### src/rtl/alu_op_sequencer.sv
// Execute-stage ALU sequencer: single-cycle add/sub/and/or/slt plus a multi-cycle
// shift-add MUL that stalls the pipeline until its registered result is ready.
module alu_op_sequencer #(
   parameter int unsigned inst_SIZE = 16,
   parameter int unsigned CNT_W     = 4
) (
   input  logic                 clk,
   input  logic                 rst,
   input  logic                 start,
   input  logic [2:0]           ALU_ctrl,
   input  logic [inst_SIZE-1:0] in0,
   input  logic [inst_SIZE-1:0] in1,
   output logic                 ready,
   output logic                 stall,
   output logic                 done,
   output logic [inst_SIZE-1:0] ALU_output,
   output logic                 zero,
   output logic                 ovf,
   output logic                 illegal
);

   typedef enum logic [1:0] {StIdle, StMul, StDone} state_e;

   localparam logic [CNT_W-1:0] LastStep = CNT_W'(inst_SIZE - 1);
   localparam int unsigned      Msb      = inst_SIZE - 1;

   state_e               state_q, state_d;
   logic [inst_SIZE-1:0] mcand_q, mcand_d;
   logic [inst_SIZE-1:0] mplier_q, mplier_d;
   logic [inst_SIZE-1:0] acc_q, acc_d;
   logic [CNT_W-1:0]     cnt_q, cnt_d;
   logic [inst_SIZE-1:0] res_q, res_d;
   logic                 zero_q, zero_d;
   logic                 ovf_q, ovf_d;
   logic                 ill_q, ill_d;

   logic [inst_SIZE-1:0] sum, diff, alu_res, acc_step;
   logic                 alu_ovf, alu_ill;

   assign sum      = in0 + in1;
   assign diff     = in0 - in1;
   assign acc_step = mcand_q[0] ? (acc_q + mplier_q) : acc_q;

   // Single-cycle result straight from the live operands on the accepting edge.
   always_comb begin
      alu_res = '0;
      alu_ovf = 1'b0;
      alu_ill = 1'b0;
      case (ALU_ctrl)
         3'b000: begin
            alu_res = sum;
            alu_ovf = (in0[Msb] == in1[Msb]) && (sum[Msb] != in0[Msb]);
         end
         3'b001: begin
            alu_res = diff;
            alu_ovf = (in0[Msb] != in1[Msb]) && (diff[Msb] != in0[Msb]);
         end
         3'b010: alu_res = in0 & in1;
         3'b011: alu_res = in0 | in1;
         3'b100: alu_res = {{(inst_SIZE-1){1'b0}}, ($signed(in0) < $signed(in1))};
         3'b111: alu_res = '0;
         default: alu_ill = 1'b1;
      endcase
   end

   always_comb begin
      state_d  = state_q;
      mcand_d  = mcand_q;
      mplier_d = mplier_q;
      acc_d    = acc_q;
      cnt_d    = cnt_q;
      res_d    = res_q;
      zero_d   = zero_q;
      ovf_d    = ovf_q;
      ill_d    = ill_q;
      case (state_q)
         StIdle, StDone: begin
            if (start) begin
               mcand_d  = in0;
               mplier_d = in1;
               if (ALU_ctrl == 3'b111) begin
                  acc_d   = '0;
                  cnt_d   = '0;
                  state_d = StMul;
               end else begin
                  res_d   = alu_res;
                  zero_d  = (alu_res == '0);
                  ovf_d   = alu_ovf;
                  ill_d   = alu_ill;
                  state_d = StDone;
               end
            end else begin
               state_d = StIdle;
            end
         end
         StMul: begin
            acc_d    = acc_step;
            mplier_d = mplier_q << 1;
            mcand_d  = mcand_q >> 1;
            cnt_d    = cnt_q + 1'b1;
            if (cnt_q == LastStep) begin
               res_d   = acc_step;
               zero_d  = (acc_step == '0);
               ovf_d   = 1'b0;
               ill_d   = 1'b0;
               state_d = StDone;
            end
         end
         default: state_d = StIdle;
      endcase
   end

   always_ff @(posedge clk or posedge rst) begin
      if (rst) begin
         state_q  <= StIdle;
         mcand_q  <= '0;
         mplier_q <= '0;
         acc_q    <= '0;
         cnt_q    <= '0;
         res_q    <= '0;
         zero_q   <= 1'b0;
         ovf_q    <= 1'b0;
         ill_q    <= 1'b0;
      end else begin
         state_q  <= state_d;
         mcand_q  <= mcand_d;
         mplier_q <= mplier_d;
         acc_q    <= acc_d;
         cnt_q    <= cnt_d;
         res_q    <= res_d;
         zero_q   <= zero_d;
         ovf_q    <= ovf_d;
         ill_q    <= ill_d;
      end
   end

   assign ready      = (state_q == StIdle) || (state_q == StDone);
   assign stall      = (state_q == StMul);
   assign done       = (state_q == StDone);
   assign ALU_output = res_q;
   assign zero       = zero_q;
   assign ovf        = ovf_q;
   assign illegal    = ill_q;

endmodule

### config.mk
export PLATFORM = sky130hd
export DESIGN_NAME = alu_op_sequencer
export DESIGN_NICKNAME = d
export VERILOG_FILES = /design/src/rtl/alu_op_sequencer.sv
export SDC_FILE = /design/constraint.sdc
export NUM_CORES = 1
export LEC_CHECK = 0
export CAP_MARGIN = 30
export CORE_MARGIN = 5
export CORE_UTILIZATION = 55
export DETAILED_ROUTE_END_ITERATION = 12
export PLACE_DENSITY = 0.77
export SYNTH_ARGS = -nofsm -noshare
export SYNTH_HDL_FRONTEND = slang
export SYNTH_SLANG_ARGS = --single-unit
### constraint.sdc
create_clock -name clk -period 3.74 [get_ports clk]
set_input_delay 0.748 -clock clk [delete_from_list [all_inputs] [get_ports clk]]
set_output_delay 0.748 -clock clk [all_outputs]
set_load 0.01 [all_outputs]
==> metrics.md <==
| Metric | Value |
|---|---|
| Final Cell Area | 8420 µm² |
| Final setup margin | 0.130 ns |
| Tot Pwr | 3.91 mW |
| Worst setup path start | in1[2] |
| HP Class | flip-flop to flip-flop |
| P_int | 2.37 mW |
| CP arrival | 3.85 ns |
| Total Routed Length | 21400 µm |
| Final Hold Vio Count | 0 |
| Clock power share | 22.4% |
| Netlist cell types | 70 |
| Post-Layout Cell Count | 1109 |
| Detailed placer's ending HPWL | 16700 µm |
| CP Launch Type | primary input |
| R2r setup slk | 0.50 ns |
| Initial Util | 56.6% |
| Drt via density | 6.12 |
| Leading post-synthesis cells by cell area | dfrtp_1 (28%), ha_1 (14%), nand2_1 (7.0%), nor2_1 (4.8%), a31oi_1 (3.7%) |
| Most used routing layer | met2 |
| Reg power frac | 30.8% |
| Post-synthesis net count | 929 |
| R2R Path End | ALU_output[14]$_DFFE_PP0P_ |
| Largest fanout on the critical path | 6 |
| Async SR Flop Fraction | 100% |
| Yosys Warn Count | 0 |
| Row Count | 39 |
| Drt first pass iters | 5 |
| #FFs+latches synth | 73 |
| Worst-Skew Late Latency | 0.34 ns |
| Critical Path RT | 3.98 ns |
| # diodes | 0 |
| FMAX | 277 MHz |
| Power share of the combinational group | 46.9% |
| Root Buffer | clkbuf_16 |
| Type of the worst setup path | primary input to flip-flop |
| Area growth, synth to finish | 29.1% |
| MaxCap Viol Count | 0 |
| Die width | 119 µm |
| GR met2 Demand/Resource | 48.9% |
| Largest net degree at the start of global routing | 64 |
| CTS Sinks | 73 |
| Post-synth top flop | dfrtp_1 |
| Vias | 6782 |
| GRT overflow | 0 |
| Io pins | 60 |
| CTS tree | yes |
| DP Cell Count | 1091 |
| Setup crit end kind | flip-flop |
| Met3 usage | 5.31% |
| Initial antenna violation count | 0 |
| Peak supply drop | 0.000455 V |
| Post-synthesis cell area | 6520 µm² |
| WL per Instance | 19.3 µm |
| Setup TNS | 0 ns |
| Htree depth | 3 |
| Mapped Cells | 817 |
| Critical path endpoint | zero$_DFFE_PP0P_ |
| Place WS | -0.441 ns |
| Gpl congestion | 0.978 |
| Final Max Tran Viols | 0 |
| Utilization after layout | 73.1% |
| Die Y | 119 µm |
| Sw Ratio | 39.4% |
| Min Tclk post-route | 3.61 ns |
| GRT Total Usage | 30.2% |
| Setup Viol. Count Final | 0 |
| Slew headroom | 35.6% |
| Share of cells above drive strength 1 | 18.7% |
| NumNets Final | 1073 |
| DRC | 0 |
| Area leader, netlist | dfrtp_1 |
| DP Area | 8000 µm² |
| Die area | 14100 µm² |
| First-pass GRT wire length | 34400 µm |
| Pwr dens | 464 nW/µm² |
| Initial DRC Count | 631 |
| Syn Area/Cell | 7.98 µm² |
| Antenna viol nets, final | 0 |
| Core Box Area | 11500 µm² |
| FF-to-FF Start | mplier_q[0]$_DFFE_PP0P_ |
| Vias in the first global route | 6730 |
| Register area share after synthesis | 28.0% |
| Outcome | finished clean |
| LEAKAGE | 4.07 nW |
| Tcrit/Tclk final | 96.5% |
| Clock Skew | 0.00484 ns |
| Final hold slack | 0.488 ns |
| M1 GR Usage | 39.5% |
| Post-synth EDFFs | 0 |
| Worst slew pin tran | 0.966 ns |
| PortBufs | 59 |
| Reg2Reg Depth | 12 |
| Synth top area share | 28.0% |
| Bufs on Longest Clock Path | 2 |
| Total CTS buffers | 9 |
| NetSw | 1.54 mW |
| Worst-path clk slew | 0.06 ns |
==> flip-flops by register name, indices dropped and copies added (netlist names), 2 cells and up <==
register,count
ALU_output,16
acc_q,16
mcand_q,16
mplier_q,16
cnt_q,4
state_q,2
==> worst min path at each step <==
stage	slack [ns]	start	cells after the start	end
3_5_place_dp	0.48	ALU_output[10]$_DFFE_PP0P_	1	ALU_output[10]$_DFFE_PP0P_
6_report	0.49	ALU_output[9]$_DFFE_PP0P_	1	ALU_output[9]$_DFFE_PP0P_
5_1_grt	0.50	ALU_output[10]$_DFFE_PP0P_	1	ALU_output[10]$_DFFE_PP0P_
4_1_cts	0.49	ALU_output[10]$_DFFE_PP0P_	1	ALU_output[10]$_DFFE_PP0P_
3_3_place_gp	0.47	ALU_output[10]$_DFFE_PP0P_	1	ALU_output[10]$_DFFE_PP0P_
2_1_floorplan	0.47	acc_q[6]$_DFFE_PP0P_	2	acc_q[6]$_DFFE_PP0P_
==> logic make-up after synthesis <==
group	after synthesis	share of synthesized area, %
compound gates	227	24.0
xor+xnor	29	3.90
fa+ha+maj	74	14.5
buf+inv	97	5.97
flops	73	28.0
mux	22	3.45
simple gates	295	20.1
==> critical path: stages <==
cell and delay, ns:
clkdlybuf4s50_1 0.49, inv_1 0.06, ha_1 0.37, a211o_1 0.35
a211oi_2 0.26, o32ai_2 0.13, or2_1 0.24, a32oi_2 0.26
o2111ai_2 0.16, a2111oi_2 0.36, and4b_1 0.25, a32oi_1 0.09
o31ai_1 0.08
==> metal layers <==
metal	wire length, µm	vias to the layer above	share of wire (%)
met2	10000	288	47
met3	1400	72	6.5
met1	9080	3237	42
li1	-	3185	-
met5	0	-	0
met4	935	0	4.4
==> synth_stat cells (5+ instances only) <==
| library cell | count |
|---|---|
| or2_2 | 8 |
| a31oi_1 | 39 |
| o21bai_1 | 6 |
| nand3_1 | 19 |
| clkbuf_1 | 27 |
| and3_1 | 7 |
| inv_1 | 50 |
| buf_2 | 8 |
| dfrtp_1 | 73 |
| o31ai_1 | 8 |
| xor2_1 | 12 |
| xnor2_1 | 17 |
| o21ai_0 | 43 |
| o211ai_1 | 8 |
| nand2b_1 | 7 |
| nor2_1 | 83 |
| mux2i_1 | 18 |
| nand2_1 | 122 |
| buf_1 | 8 |
| a21o_1 | 13 |
| o2111ai_1 | 5 |
| nor3_1 | 16 |
| nor2b_1 | 5 |
| a211oi_1 | 12 |
| a21oi_1 | 47 |
| ha_1 | 71 |
| nand4_1 | 5 |
==> power groups by stage <==
| stage | logic (mW) | clock network (mW) | registers (mW) |
|---|---|---|---|
| floorplan | 1.17 | 0 | 1.16 |
| global placement | 1.71 | 0 | 1.19 |
| detailed placement | 1.77 | 0 | 1.21 |
| CTS | 1.79 | 0.877 | 1.20 |
| global route | 2.01 | 0.919 | 1.23 |
| finish | 1.83 | 0.873 | 1.20 |
==> placed cells by master, fill, tap and decap left out, types with 13 or more instances in the layout <==
| cell | count |
|---|---|
| nor2_1 | 82 |
| dfrtp_1 | 73 |
| ha_1 | 67 |
| buf_4 | 117 |
| a21oi_1 | 45 |
| xnor2_1 | 17 |
| a31oi_1 | 37 |
| inv_1 | 49 |
| o21ai_0 | 41 |
| a21o_1 | 13 |
| clkdlybuf4s50_1 | 53 |
| mux2i_1 | 18 |
| nor3_1 | 16 |
| nand3_1 | 19 |
| nand2_1 | 122 |
==> final cells by class <==
cell class / count / area, µm²
clock inverter: 6 / 68.8
fill: 909 / 3100
sequential: 73 / 1830
inverter: 52 / 195
multi-input combinational: 647 / 4390
clock buffer: 10 / 229
tap: 143 / 179
timing repair buffer: 178 / 1520
==> repair_timing <==
item / in CTS / in global routing
pin swaps: 2 / 15
setup endpoints to repair: 1 / 7
hold buffers: 0 / 0
cloned: 0 / 0
setup buffers: 0 / 2
resized for setup: 2 / 27
No activity file was read; power rests on OpenSTA's default activity.
